[src/rtl/mem_arbiter.sv]
`default_nettype none
// +----------------------------------------------------------------------------+
// | Module   : mem_arbiter                                                     |
// | Purpose  : Shares one single-port memory between instruction fetch (IF)   |
// |            and data load/store (D), one transaction outstanding at a time.|
// | Options  : MEM_ARB_STARVE_GUARD_EN - forces IF to win after STARVE_MAX    |
// |            consecutive contested losses.                                  |
// | Revision : 1.0 - initial release                                          |
// +----------------------------------------------------------------------------+
module mem_arbiter #(
  parameter int AW         = 32,
  parameter int DW         = 32,
  parameter int LAT        = 2,
  parameter int STARVE_MAX = 4
) (
  input  logic          clk,
  input  logic          rst,
  input  logic          if_req,
  input  logic [AW-1:0] if_addr,
  output logic          if_gnt,
  output logic          if_rvalid,
  output logic [DW-1:0] if_rdata,
  input  logic          d_req,
  input  logic          d_we,
  input  logic [AW-1:0] d_addr,
  input  logic [DW-1:0] d_wdata,
  output logic          d_gnt,
  output logic          d_rvalid,
  output logic [DW-1:0] d_rdata,
  output logic          m_en,
  output logic          m_we,
  output logic [AW-1:0] m_addr,
  output logic [DW-1:0] m_wdata,
  input  logic [DW-1:0] m_rdata,
  output logic          busy
);

  localparam logic [1:0] c_IDLE  = 2'd0;
  localparam logic [1:0] c_ISSUE = 2'd1;
  localparam logic [1:0] c_WAIT  = 2'd2;
  localparam logic [1:0] c_RESP  = 2'd3;

  localparam int c_CW = (LAT > 1) ? $clog2(LAT) : 1;

  if (LAT < 1 || LAT > 4 || STARVE_MAX < 1) begin : g_param_check
    $error("mem_arbiter: LAT must be 1..4 and STARVE_MAX at least 1");
  end

  logic [1:0]      r_state;
  logic            r_owner_d;
  logic            r_we;
  logic [c_CW-1:0] r_lat_cnt;
  logic [AW-1:0]   r_addr;
  logic [DW-1:0]   r_wdata;
  logic [DW-1:0]   r_if_rdata;
  logic [DW-1:0]   r_d_rdata;
  logic            w_pick_d;

`ifdef MEM_ARB_STARVE_GUARD_EN
  localparam int c_SW = $clog2(STARVE_MAX + 1);

  logic [c_SW-1:0] r_starve;
  logic            w_force_if;

  assign w_force_if = if_req & d_req & (r_starve == c_SW'(STARVE_MAX));
  assign w_pick_d   = d_req & ~w_force_if;

  always_ff @(posedge clk) begin
    if (!rst) begin
      r_starve <= '0;
    end else if (r_state == c_IDLE && (if_req || d_req)) begin
      if (!w_pick_d)
        r_starve <= '0;
      else if (if_req)
        r_starve <= r_starve + c_SW'(1);
    end
  end
`else
  assign w_pick_d = d_req;
`endif

  always_ff @(posedge clk) begin
    if (!rst) begin
      r_state    <= c_IDLE;
      r_owner_d  <= 1'b0;
      r_we       <= 1'b0;
      r_lat_cnt  <= '0;
      r_addr     <= '0;
      r_wdata    <= '0;
      r_if_rdata <= '0;
      r_d_rdata  <= '0;
    end else begin
      case (r_state)
        c_IDLE: begin
          if (if_req || d_req) begin
            r_owner_d <= w_pick_d;
            r_addr    <= w_pick_d ? d_addr : if_addr;
            r_we      <= w_pick_d & d_we;
            // IF carries no write data, so the last store word stays on m_wdata
            if (w_pick_d)
              r_wdata <= d_wdata;
            r_state <= c_ISSUE;
          end
        end
        c_ISSUE: begin
          if (r_we) begin
            r_state <= c_IDLE;
          end else begin
            // WAIT always spans LAT cycles so the capture lands on valid m_rdata
            r_lat_cnt <= c_CW'(LAT - 1);
            r_state   <= c_WAIT;
          end
        end
        c_WAIT: begin
          if (r_lat_cnt == '0) begin
            if (r_owner_d)
              r_d_rdata <= m_rdata;
            else
              r_if_rdata <= m_rdata;
            r_state <= c_RESP;
          end else begin
            r_lat_cnt <= r_lat_cnt - c_CW'(1);
          end
        end
        c_RESP:  r_state <= c_IDLE;
        default: r_state <= c_IDLE;
      endcase
    end
  end

  assign m_en      = (r_state == c_ISSUE);
  assign m_we      = m_en & r_we;
  assign m_addr    = r_addr;
  assign m_wdata   = r_wdata;
  assign if_gnt    = m_en & ~r_owner_d;
  assign d_gnt     = m_en & r_owner_d;
  assign if_rvalid = (r_state == c_RESP) & ~r_owner_d;
  assign d_rvalid  = (r_state == c_RESP) & r_owner_d;
  assign if_rdata  = r_if_rdata;
  assign d_rdata   = r_d_rdata;
  assign busy      = (r_state != c_IDLE);

endmodule
`default_nettype wire

[config.mk]
export PLATFORM = sky130hd
export DESIGN_NAME = mem_arbiter
export DESIGN_NICKNAME = d
export VERILOG_FILES = /design/src/rtl/mem_arbiter.sv
export SDC_FILE = /design/constraint.sdc
export NUM_CORES = 1
export LEC_CHECK = 0
export ABC_AREA = 1
export CAP_MARGIN = 20
export CORE_MARGIN = 2
export CORE_UTILIZATION = 37
export CTS_CLUSTER_SIZE = 24
export DETAILED_ROUTE_END_ITERATION = 16
export PLACE_DENSITY = 0.78
export SYNTH_ARGS = -nofsm -noshare
export SYNTH_HDL_FRONTEND = slang
export SYNTH_SLANG_ARGS = --single-unit
export TNS_END_PERCENT = 20
[constraint.sdc]
create_clock -name clk -period 1.05 [get_ports clk]
set_input_delay 0.21 -clock clk [delete_from_list [all_inputs] [get_ports clk]]
set_output_delay 0.21 -clock clk [all_outputs]
set_load 0.005 [all_outputs]
==> results.sh <==
export IMPL_drv_cap=0
export IMPL_grt_max_degree=65
export IMPL_num_nets_final=1303
export IMPL_grt_total_usage=0.208
export IMPL_drt_iter0_drc=376
export IMPL_dieArea_um2=16500
export IMPL_timing_rr_start="r_state[0]$_SDFFE_PN0P_"
export IMPL_timing_rr_end="m_addr[17]$_SDFFE_PN0P_"
export IMPL_maxSlewViolCount=0
export IMPL_gr_total_overflow=0
export IMPL_synth_area_um2=5720
export IMPL_power_frac_seq=0.360
export IMPL_worstSetupPathType="flip-flop to output port"
export IMPL_ctsHtreeMaxLevel=4
export IMPL_ys_warn_count=0
export IMPL_startpoint_type="flip-flop"
export IMPL_register_area_um2=2820
export IMPL_hpwl_um=12300
export IMPL_crit_fanout=2
export IMPL_routed_wl_um=19900
export IMPL_required_ps=840
export IMPL_power_internal_mw=11.6
export IMPL_syn_area_per_cell_um2=6.58
export IMPL_vias=6551
export IMPL_fin_util=0.675
export IMPL_maxSlewHeadroom=0.833
export IMPL_crit_path_top_delay_cell="dfxtp_2"
export IMPL_p_comb_frac=0.255
export IMPL_core_um2=15100
export IMPL_die_h_um=128
export IMPL_clock_latency_ps=420
export IMPL_p_sw_mw=4.52
export IMPL_ys_seq_area_frac=0.465
export IMPL_grt_setup_unrepaired="true"
export IMPL_syn2layout_area_growth_pct=78.6
export IMPL_violations="negative setup slack"
export IMPL_ys_seq_elements=133
export IMPL_first_pass_iters=8
export IMPL_reg2reg_depth=7
export IMPL_fin_crit_sh=1.36
export IMPL_syn_nets=1003
export IMPL_vias_per_cell=4.78
export IMPL_dieWidth_um=128
export IMPL_port_buffers=267
export IMPL_start_util=0.378
export IMPL_finalWeightedCongestion=0.818
export IMPL_power_density_nw_per_um2=1580
export IMPL_pwr_share_clk=0.385
export IMPL_diodes=0
export IMPL_hold_path_class="input port to flip-flop"
export IMPL_multi_input_area_um2=2720
export IMPL_cts_tree="done"
export IMPL_numCtsBuffers=17
export IMPL_io_pins=268
export IMPL_leakage_nw=4.78
export IMPL_synthCells=870
export IMPL_clock_skew_ps=5.14
export IMPL_min_from="rst"
export IMPL_grt_pass1_vias=5724
export IMPL_endpoint_kind="output port"
export IMPL_ys_types=17
export IMPL_arrival_ps=1220
export IMPL_status="finished, violations left"
export IMPL_setup_violations=252
export IMPL_hold_end="d_rdata[9]$_SDFFE_PN0P_"
export IMPL_routedWlPerCell_um=14.5
export IMPL_fmax_mhz=702
export IMPL_cts_sinks=133
export IMPL_hold_slack_ps=149
export IMPL_hold_violations=0
export IMPL_clockBufferDepth=2
export IMPL_cpPeakStageDelay_ps=320
export IMPL_n_fill_cell=1225
export IMPL_final_layout_size_suffix_gt1_frac=0.349
export IMPL_worst_pin_slew_ps=251
export IMPL_path_cells="buf_4 -> nor2_4 -> inv_2 -> buf_2"
export IMPL_rows=45
export IMPL_drc=0
export IMPL_postRouteAntennaNets=0
export IMPL_hold_buffers=0
export IMPL_worst_slack_ps=-375
export IMPL_period_needed_ps=1430
export IMPL_regToRegSetupSlack_ps=-340
export IMPL_clkSlewWorstSetupHoldPaths_ps=60
export IMPL_antenna_found_initial=0
export IMPL_peakVddDrop_uv=1080
export IMPL_cts_root_buf="clkbuf_16"
export IMPL_grt_pass1_wl_um=27300
export IMPL_switching_share=0.280
export IMPL_holdPathStages=3
synthesized netlist by cell type:
library cell  instances  area [um2]
buf_4                 6        45.0
clkinv_1              1        3.75
buf_6                 1        11.3
a21oi_1              68         340
buf_2                26         130
nand2_1             266         998
inv_2                 3        11.3
dfxtp_1             133        2660
nor2_2                2        12.5
nor2_4                2        22.5
a31oi_1               1        6.26
nor2_1              165         619
clkbuf_1             18        67.6
inv_1                70         263
buf_1                 8        30.0
nand3_1              98         490
nor3_1                2        10.0
registers in the layout, indices dropped and copies added (netlist names), named ones only:
name       count
r_owner_d      1
m_addr        32
r_state        1
m_wdata       32
r_we           1
d_rdata       32
if_rdata      32
r_lat_cnt      1
layout make-up:
class	instances	share of cell area
repair buffers	340	0.348
flip-flops and latches	133	0.276
multi-input cells	604	0.266
clock buffers	19	0.0433
inverters	74	0.0272
well taps	188	0.0230
clock inverters	13	0.0168
through the flow:
step,cell area [um2],std cells,power [mW],worst slack (ps),setup TNS [ps]
3_5_place_dp,8890,1314,9.13,-364,-29800
5_1_grt,10200,1371,16.8,-418,-48860
2_1_floorplan,5780,870,7.29,-39.0,-2200
3_3_place_gp,8890,1314,9.08,-333,-27900
6_report,10200,1371,16.1,-375,-38100
4_1_cts,9550,1349,15.4,-366,-38580
worst max path at each step:
stage	from	end	slack (ps)	depth (start not counted)
CTS	flip-flop	busy	-370	4
floorplan	r_state[0]$_SDFFE_PN0P_	m_wdata[28]$_SDFFE_PN0P_	-40	4
global placement	flip-flop	if_gnt	-330	4
global route	r_state[0]$_SDFFE_PN0P_	m_addr[10]$_SDFFE_PN0P_	-420	8
finish	r_state[0]$_SDFFE_PN0P_	busy	-380	4
detailed placement	if_req	m_addr[31]$_SDFFE_PN0P_	-360	8
layer usage:
layer  track usage  vias to the layer above  routed length [um]
met4        0.0756                        0                 389
li1              -                     3283                   -
met3        0.0753                       29                1710
met5             0                        -                   0
met1         0.240                     2967                7930
met2         0.355                      272                9870
placed cells by master (no fill, tap or decap), types with 2 or more instances in the layout:
cell / n
buf_6: 107
nor2_4: 5
a21oi_2: 11
clkdlybuf4s50_1: 130
clkbuf_16: 26
dfxtp_1: 8
a21oi_1: 57
inv_2: 5
clkbuf_2: 16
nand2_1: 262
clkinvlp_4: 3
dfxtp_2: 124
dlygate4sd2_1: 6
nor2_1: 155
buf_8: 3
inv_1: 68
buf_2: 28
buf_12: 16
nor2_2: 9
buf_4: 25
nand3_2: 16
clkinv_4: 3
inv_6: 3
nand2_2: 2
bufinv_16: 3
nand3_1: 81
critical path, delay by kind of cell, from the launching register on:
family | cells | cell delay (ps)
buffers and inverters | 3 | 320
and+or+nand+nor | 1 | 160
DFF | 1 | 320
cells by family (layout without fill, tap and decap cells):
kind of cell / after synthesis / in the layout / share of synthesized area
buffers and inverters: 133 / 446 / 0.0981
DFF: 133 / 133 / 0.465
and+or+nand+nor: 535 / 535 / 0.376
AOI/OAI and AO/OA: 69 / 69 / 0.0605
repair_timing:
action | 4_1_cts | 5_1_grt
setup endpoints to repair | 265 | 265
resized for setup | 635 | 147
gates cloned | 0 | 17
setup buffers | 3 | 5
pin swaps | 2 | 35
power groups by stage:
stage	clock network, mW	logic, mW	registers (mW)
3_5_place_dp	0	3.36	5.77
3_3_place_gp	0	3.32	5.76
2_1_floorplan	0	1.48	5.81
4_1_cts	6.26	3.34	5.77
6_report	6.20	4.12	5.80
5_1_grt	6.49	4.46	5.85
Note: power is estimated with default switching activity, not from simulation.
